**src/rtl/uart_tx_mmio_pkg.sv**
```systemverilog
// uart_tx_mmio_pkg
// Shared definitions for the memory-mapped UART transmitter:
//   - register byte offsets within the peripheral window
//   - STATUS register bit positions
//   - 8N1 frame length in bit periods
//   - transmit FSM state encoding
package uart_tx_mmio_pkg;

  // Register byte offsets; only address[3:2] is decoded.
  localparam logic [3:0] UART_TXDATA = 4'h0;
  localparam logic [3:0] UART_STATUS = 4'h4;

  // STATUS bit positions.
  localparam int STAT_FULL      = 0;
  localparam int STAT_EMPTY     = 1;
  localparam int STAT_BUSY      = 2;
  localparam int STAT_OVERFLOW  = 3;
  localparam int STAT_LEVEL_LSB = 8;

  // One start bit, eight data bits, one stop bit.
  localparam int UART_FRAME_BITS = 10;

  typedef enum logic [1:0] {
    TX_IDLE,
    TX_START,
    TX_DATA,
    TX_STOP
  } tx_state_t;

  // Word index of a byte offset (the low two bits are don't-care).
  function automatic logic [1:0] reg_word(input logic [3:0] offset);
    return offset[3:2];
  endfunction

endpackage

```
**src/rtl/uart_tx_mmio_sync_fifo.sv**
```systemverilog
// sync_fifo
// Single-clock FIFO with first-word-fall-through read data.
// Ports:
//   clk, reset_n   : clock and synchronous active-low reset
//   push/push_data : write request; ignored while full
//   pop/pop_data   : read request; pop_data is the head entry, valid while !empty
//   full, empty    : occupancy flags
//   level          : number of stored entries, 0..DEPTH
module sync_fifo #(
  parameter int WIDTH = 8,
  parameter int DEPTH = 8,
  localparam int AW   = $clog2(DEPTH)
) (
  input  logic             clk,
  input  logic             reset_n,
  input  logic             push,
  input  logic [WIDTH-1:0] push_data,
  input  logic             pop,
  output logic [WIDTH-1:0] pop_data,
  output logic             full,
  output logic             empty,
  output logic [AW:0]      level
);

  logic [WIDTH-1:0] mem [DEPTH];
  logic [AW-1:0]    wr_ptr_reg;
  logic [AW-1:0]    rd_ptr_reg;
  logic [AW:0]      level_reg;
  logic             push_ok;
  logic             pop_ok;

  assign full     = (level_reg == (AW+1)'(DEPTH));
  assign empty    = (level_reg == '0);
  assign level    = level_reg;
  assign push_ok  = push && !full;
  assign pop_ok   = pop && !empty;
  // The head is read combinationally so the consumer can load it on the
  // same edge it pops, keeping the transmitter's start latency at one cycle.
  assign pop_data = mem[rd_ptr_reg];

  always_ff @(posedge clk) begin
    if (push_ok) begin
      mem[wr_ptr_reg] <= push_data;
    end
  end

  // Pointers are exactly AW bits wide and wrap on their own.
  always_ff @(posedge clk) begin
    if (!reset_n) begin
      wr_ptr_reg <= '0;
      rd_ptr_reg <= '0;
      level_reg  <= '0;
    end else begin
      if (push_ok) wr_ptr_reg <= wr_ptr_reg + 1'b1;
      if (pop_ok)  rd_ptr_reg <= rd_ptr_reg + 1'b1;
      case ({push_ok, pop_ok})
        2'b10:   level_reg <= level_reg + 1'b1;
        2'b01:   level_reg <= level_reg - 1'b1;
        default: level_reg <= level_reg;
      endcase
    end
  end

endmodule

```
**src/rtl/uart_tx_mmio.sv**
```systemverilog
// uart_tx_mmio
// Memory-mapped 8N1 UART transmitter with an 8-entry TX FIFO.
// Ports:
//   clk, reset_n      : clock and synchronous active-low reset
//   write_enable      : one-cycle write request
//   read_enable       : one-cycle read request (ignored if write_enable is high)
//   address[3:0]      : byte offset; 0x0 TXDATA, 0x4 STATUS, others unmapped
//   data_in[31:0]     : write data
//   data_out[31:0]    : read data, valid only while mem_ready is high, else 0
//   mem_ready         : one-cycle acknowledge, the cycle after each request
//   uart_tx           : serial output, idle high
module uart_tx_mmio
  import uart_tx_mmio_pkg::*;
#(
  parameter int CLK_FREQ   = 27000000,
  parameter int BAUD       = 115200,
  parameter int FIFO_DEPTH = 8
) (
  input  logic        clk,
  input  logic        reset_n,
  input  logic        write_enable,
  input  logic        read_enable,
  input  logic [3:0]  address,
  input  logic [31:0] data_in,
  output logic [31:0] data_out,
  output logic        mem_ready,
  output logic        uart_tx
);

  localparam int DIVISOR = CLK_FREQ / BAUD;
  localparam int CNT_W   = $clog2(DIVISOR + 1);
  localparam int LVL_W   = $clog2(FIFO_DEPTH) + 1;

  // Bus side
  logic        mem_ready_reg;
  logic [31:0] data_out_reg;
  logic        overflow_reg;
  logic        wr_txdata;
  logic        wr_status;
  logic        rd_req;
  logic [31:0] status_word;
  logic [31:0] read_mux;

  // FIFO
  logic [7:0]       fifo_head;
  logic             fifo_full;
  logic             fifo_empty;
  logic [LVL_W-1:0] fifo_level;
  logic             fifo_pop;

  // Transmitter
  tx_state_t        state_reg;
  logic [CNT_W-1:0] baud_cnt_reg;
  logic [2:0]       bit_idx_reg;
  logic [7:0]       shift_reg;
  logic             tx_reg;
  logic             baud_done;

  logic unused_bits;
  assign unused_bits = &{1'b0, address[1:0], data_in[31:8]};

  assign wr_txdata = write_enable && (reg_word(address) == reg_word(UART_TXDATA));
  assign wr_status = write_enable && (reg_word(address) == reg_word(UART_STATUS));
  // A write takes priority over a simultaneous read.
  assign rd_req    = read_enable && !write_enable;

  always_comb begin
    status_word                               = '0;
    status_word[STAT_FULL]                    = fifo_full;
    status_word[STAT_EMPTY]                   = fifo_empty;
    status_word[STAT_BUSY]                    = (state_reg != TX_IDLE);
    status_word[STAT_OVERFLOW]                = overflow_reg;
    status_word[STAT_LEVEL_LSB +: LVL_W]      = fifo_level;
  end

  always_comb begin
    read_mux = '0;
    if (reg_word(address) == reg_word(UART_STATUS)) begin
      read_mux = status_word;
    end
  end

  always_ff @(posedge clk) begin
    if (!reset_n) begin
      mem_ready_reg <= 1'b0;
      data_out_reg  <= '0;
      overflow_reg  <= 1'b0;
    end else begin
      mem_ready_reg <= write_enable || read_enable;
      data_out_reg  <= rd_req ? read_mux : '0;
      // Fullness is the pre-pop value, so a byte written while full is
      // dropped even when the transmitter frees a slot this same cycle.
      if (wr_txdata && fifo_full) begin
        overflow_reg <= 1'b1;
      end else if (wr_status && data_in[STAT_OVERFLOW]) begin
        overflow_reg <= 1'b0;
      end
    end
  end

  sync_fifo #(
    .WIDTH (8),
    .DEPTH (FIFO_DEPTH)
  ) u_fifo (
    .clk       (clk),
    .reset_n   (reset_n),
    .push      (wr_txdata),
    .push_data (data_in[7:0]),
    .pop       (fifo_pop),
    .pop_data  (fifo_head),
    .full      (fifo_full),
    .empty     (fifo_empty),
    .level     (fifo_level)
  );

  assign baud_done = (baud_cnt_reg == CNT_W'(DIVISOR - 1));
  // Pop happens on the same edge the FSM loads fifo_head into shift_reg.
  assign fifo_pop  = !fifo_empty &&
                     ((state_reg == TX_IDLE) || ((state_reg == TX_STOP) && baud_done));

  always_ff @(posedge clk) begin
    if (!reset_n) begin
      state_reg    <= TX_IDLE;
      baud_cnt_reg <= '0;
      bit_idx_reg  <= '0;
      shift_reg    <= '0;
      tx_reg       <= 1'b1;
    end else begin
      case (state_reg)
        TX_IDLE: begin
          baud_cnt_reg <= '0;
          tx_reg       <= 1'b1;
          if (!fifo_empty) begin
            shift_reg <= fifo_head;
            tx_reg    <= 1'b0;
            state_reg <= TX_START;
          end
        end
        TX_START: begin
          if (baud_done) begin
            baud_cnt_reg <= '0;
            bit_idx_reg  <= '0;
            tx_reg       <= shift_reg[0];
            state_reg    <= TX_DATA;
          end else begin
            baud_cnt_reg <= baud_cnt_reg + 1'b1;
          end
        end
        TX_DATA: begin
          if (baud_done) begin
            baud_cnt_reg <= '0;
            if (bit_idx_reg == 3'd7) begin
              tx_reg    <= 1'b1;
              state_reg <= TX_STOP;
            end else begin
              // Shift right so the next bit is always at position 1 now.
              shift_reg   <= shift_reg >> 1;
              tx_reg      <= shift_reg[1];
              bit_idx_reg <= bit_idx_reg + 1'b1;
            end
          end else begin
            baud_cnt_reg <= baud_cnt_reg + 1'b1;
          end
        end
        TX_STOP: begin
          if (baud_done) begin
            baud_cnt_reg <= '0;
            if (!fifo_empty) begin
              shift_reg <= fifo_head;
              tx_reg    <= 1'b0;
              state_reg <= TX_START;
            end else begin
              state_reg <= TX_IDLE;
            end
          end else begin
            baud_cnt_reg <= baud_cnt_reg + 1'b1;
          end
        end
        default: begin
          state_reg <= TX_IDLE;
          tx_reg    <= 1'b1;
        end
      endcase
    end
  end

  assign mem_ready = mem_ready_reg;
  assign data_out  = data_out_reg;
  assign uart_tx   = tx_reg;

endmodule

```
**config.mk**
```make
export PLATFORM = sky130hd
export DESIGN_NAME = uart_tx_mmio
export DESIGN_NICKNAME = d
export VERILOG_FILES = /design/src/rtl/uart_tx_mmio_pkg.sv /design/src/rtl/uart_tx_mmio_sync_fifo.sv /design/src/rtl/uart_tx_mmio.sv
export SDC_FILE = /design/constraint.sdc
export NUM_CORES = 1
export LEC_CHECK = 0
export CORE_MARGIN = 2
export CORE_UTILIZATION = 54
export CTS_CLUSTER_DIAMETER = 50
export CTS_CLUSTER_SIZE = 10
export DETAILED_ROUTE_END_ITERATION = 16
export GPL_TIMING_DRIVEN = 0
export PLACE_DENSITY = 0.84
export SLEW_MARGIN = 20
export SYNTH_ARGS = -nofsm -noshare
export SYNTH_HDL_FRONTEND = slang
export SYNTH_SLANG_ARGS = --single-unit
```
**constraint.sdc**
```tcl
create_clock -name clk -period 2.7 [get_ports clk]
set_input_delay 0.405 -clock clk [delete_from_list [all_inputs] [get_ports clk]]
set_output_delay 0.405 -clock clk [all_outputs]
set_load 0.005 [all_outputs]
```
==> metrics.yaml <==
place:
  place_ws_ps: -110
  port_buffers: 23
  place.gp.congestion: 0.806
  place_area_sq_um: 5240
  hpwl_microns: 6000
  placedCellCount: 506
critical_path:
  start_kind: "register"
  rr_worst_depth: 11
  critPathMaxStageDelay_ps: 390
  cp_max_fo: 6
  reg2reg_to: "u_fifo.level[2]"
  cp.required_ps: 3020
  cp_num_buf_inv: 0
  cp_data_arrival_time_ps: 2810
  cp-startpoint: "baud_cnt_reg[0]"
  crit_path_end_kind: "register"
  cp_slowest_cell: "dfxtp_2"
  crit_chain: "ha_1 -> and4b_1 -> a31oi_4 -> nor2_4 -> ha_2 -> xor2_1 -> ha_1 -> a21oi_1 -> xor2_1 -> or3_1 -> a21oi_1"
  cp_top_family: "simple AND/OR/NAND/NOR gates"
  r2r-start: "baud_cnt_reg[0]"
  rrSetupSlack_ps: 210
  crit_type: "reg -> reg"
clock_tree:
  root_buffer: "clkbuf_8"
  clk_latency_ps: 390
  clock_sinks: 109
  cts-buffers-inserted: 9
  cts_tree: "done"
  clockBufferDepth: 2
  holdBufCountCts: 0
  clkSlewWorstSetupHoldPaths_ps: 130
  h-tree-depth: 3
final_layout:
  final_layout_size_suffix_gt1_frac: 0.193
  final_core_util: 0.637
  syn2layout_area_growth_pct: 15.7
  antennaDiodeCount: 0
  layout_common_cells: "edfxtp_1, dfxtp_1, buf_4"
  final_area_sq_um: 5500
  final_cell_count_no_fill: 523
  regMostFlops: "u_fifo.mem"
  largest_reg_flops: 64
  final_common_cell: "edfxtp_1"
  fin_nets: 464
power_and_ir_drop:
  cellPowerDensity_nw_per_um2: 833
  p_sw_frac: 0.340
  p_seq_frac: 0.443
  pwr-share-clk: 0.229
  ir_drop_mv: 0.541
  p_leak_nw: 2.02
  p_int_mw: 3.02
  p_comb_frac: 0.328
  switching_power_mw: 1.56
  p_total_mw: 4.58
global_route:
  grt_pass1_vias: 2865
  antenna_found_initial: 0
  grt_pass1_wl_microns: 14200
  grt_overflow: 0
  grt_max_degree: 25
  track_usage: 0.191
worst_hold_path:
  min_path_type: "reg -> reg"
  min_to: "baud_cnt_reg[0]"
  hp-start: "baud_cnt_reg[0]"
  whs_path_depth: 1
synthesis:
  postSynth.asyncResetShare: 0
  netlist.area_leader.share: 0.404
  ys_seq_area_frac: 0.594
  avgSynthCellArea_sq_um: 13.5
  yosys-top-cells-area: "edfxtp_1, dfxtp_1, mux4_2"
  syn_area_sq_um: 4750
  ys_warn_count: 0
  ys_types: 57
  synth-seq-cells: 109
  ys.flop_type: "edfxtp_1"
  synth_largest_area_cell: "edfxtp_1"
  synth_edf_count: 64
  synthCells: 351
sta:
  skew_ps: 22.2
  hold_slack_ps: 482
  setup_tns_ps: 0
  clock.fmax_mhz: 402
  worst_pin_slew_ps: 882
  rsz0062_at_grt: "no"
  setup_viol: 0
  fin_crit_ps: 2490
  final.setup.worst_slack_ps: 214
  fin_crit_sh: 0.921
  hold_viol_final: 0
  slew_headroom: 0.410
  slew_viol_final: 0
floorplanning:
  ios: 74
  core_sq_um: 8640
  start_util: 0.550
  die_area_sq_um: 9570
  num_rows: 34
  die_w_microns: 97.8
  chipHeight_microns: 97.8
routing:
  vias: 2931
  ant_nets: 0
  viasPerCell: 5.60
  wirelength_microns: 8790
  drc_errors: 0
  first_pass_iters: 5
  avgRoutedWirePerCell_microns: 16.8
  drtIter0Drc: 182
run_status:
  status: "completed"
run:
  drv_cap: 0
Yosys cell counts, types with 3 or more instances:
library cell,n
nand3b_1,3
a211o_1,3
clkbuf_1,3
nand2_1,12
or3_1,3
xor2_1,10
nor2_1,23
o22ai_1,9
edfxtp_1,64
nor3_1,5
and2_1,6
dfxtp_1,45
ha_1,14
a22o_1,8
inv_1,12
a21oi_1,17
buf_4,25
mux4_1,5
nand2b_1,14
nand3_1,8
mux4_2,11
mux2i_1,8
power groups by stage:
stage	clock (mW)	combinational, mW	sequential [mW]
after CTS	1.06	1.44	2.02
final	1.05	1.50	2.03
after global routing	1.12	1.67	2.05
after floorplan	0	1.13	2.03
after detailed placement	0	1.41	2.06
after global placement	0	1.36	2.05
cell type report:
class | count | area (sq um)
fill | 627 | 3140
multi-input combinational | 216 | 1760
buffer | 36 | 268
tap | 108 | 135
inverter | 13 | 48.8
clock buffer | 9 | 124
sequential | 109 | 2830
clock inverter | 7 | 91.3
timing repair buffer | 25 | 245
worst max-delay path by stage:
stage	endpoint	slack, ps	cells past startpoint
2_1_floorplan	u_fifo.level[2]	280	11
3_3_place_gp	u_fifo.mem[0][5]	-600	5
3_5_place_dp	u_fifo.level[2]	-110	11
4_1_cts	u_fifo.level[2]	20	11
5_1_grt	u_fifo.level[2]	50	12
6_report	u_fifo.level[2]	210	11
kinds of logic after synthesis:
kind of cell / count (synthesis) / synth area share
compound gates: 51 / 0.0748
xor+xnor: 11 / 0.0203
fa+ha+maj: 14 / 0.0369
buf+inv: 49 / 0.0666
flops: 109 / 0.594
mux: 24 / 0.0966
other cells: 1 / 0.000789
simple gates: 92 / 0.110
per-layer routing:
layer,vias up,share of wire,track usage
met4,0,0.024,0.0908
met2,102,0.53,0.331
met1,1428,0.40,0.232
met3,22,0.048,0.0344
li1,1379,-,-
met5,-,0,0
repair_timing:
item	in CTS	in global routing
buffers inserted	0	1
resized for setup	2	7
hold endpoints to repair	0	0
endpoints found under the setup margin	1	1
pin swaps	0	1
(Power assumes the default switching activity.)
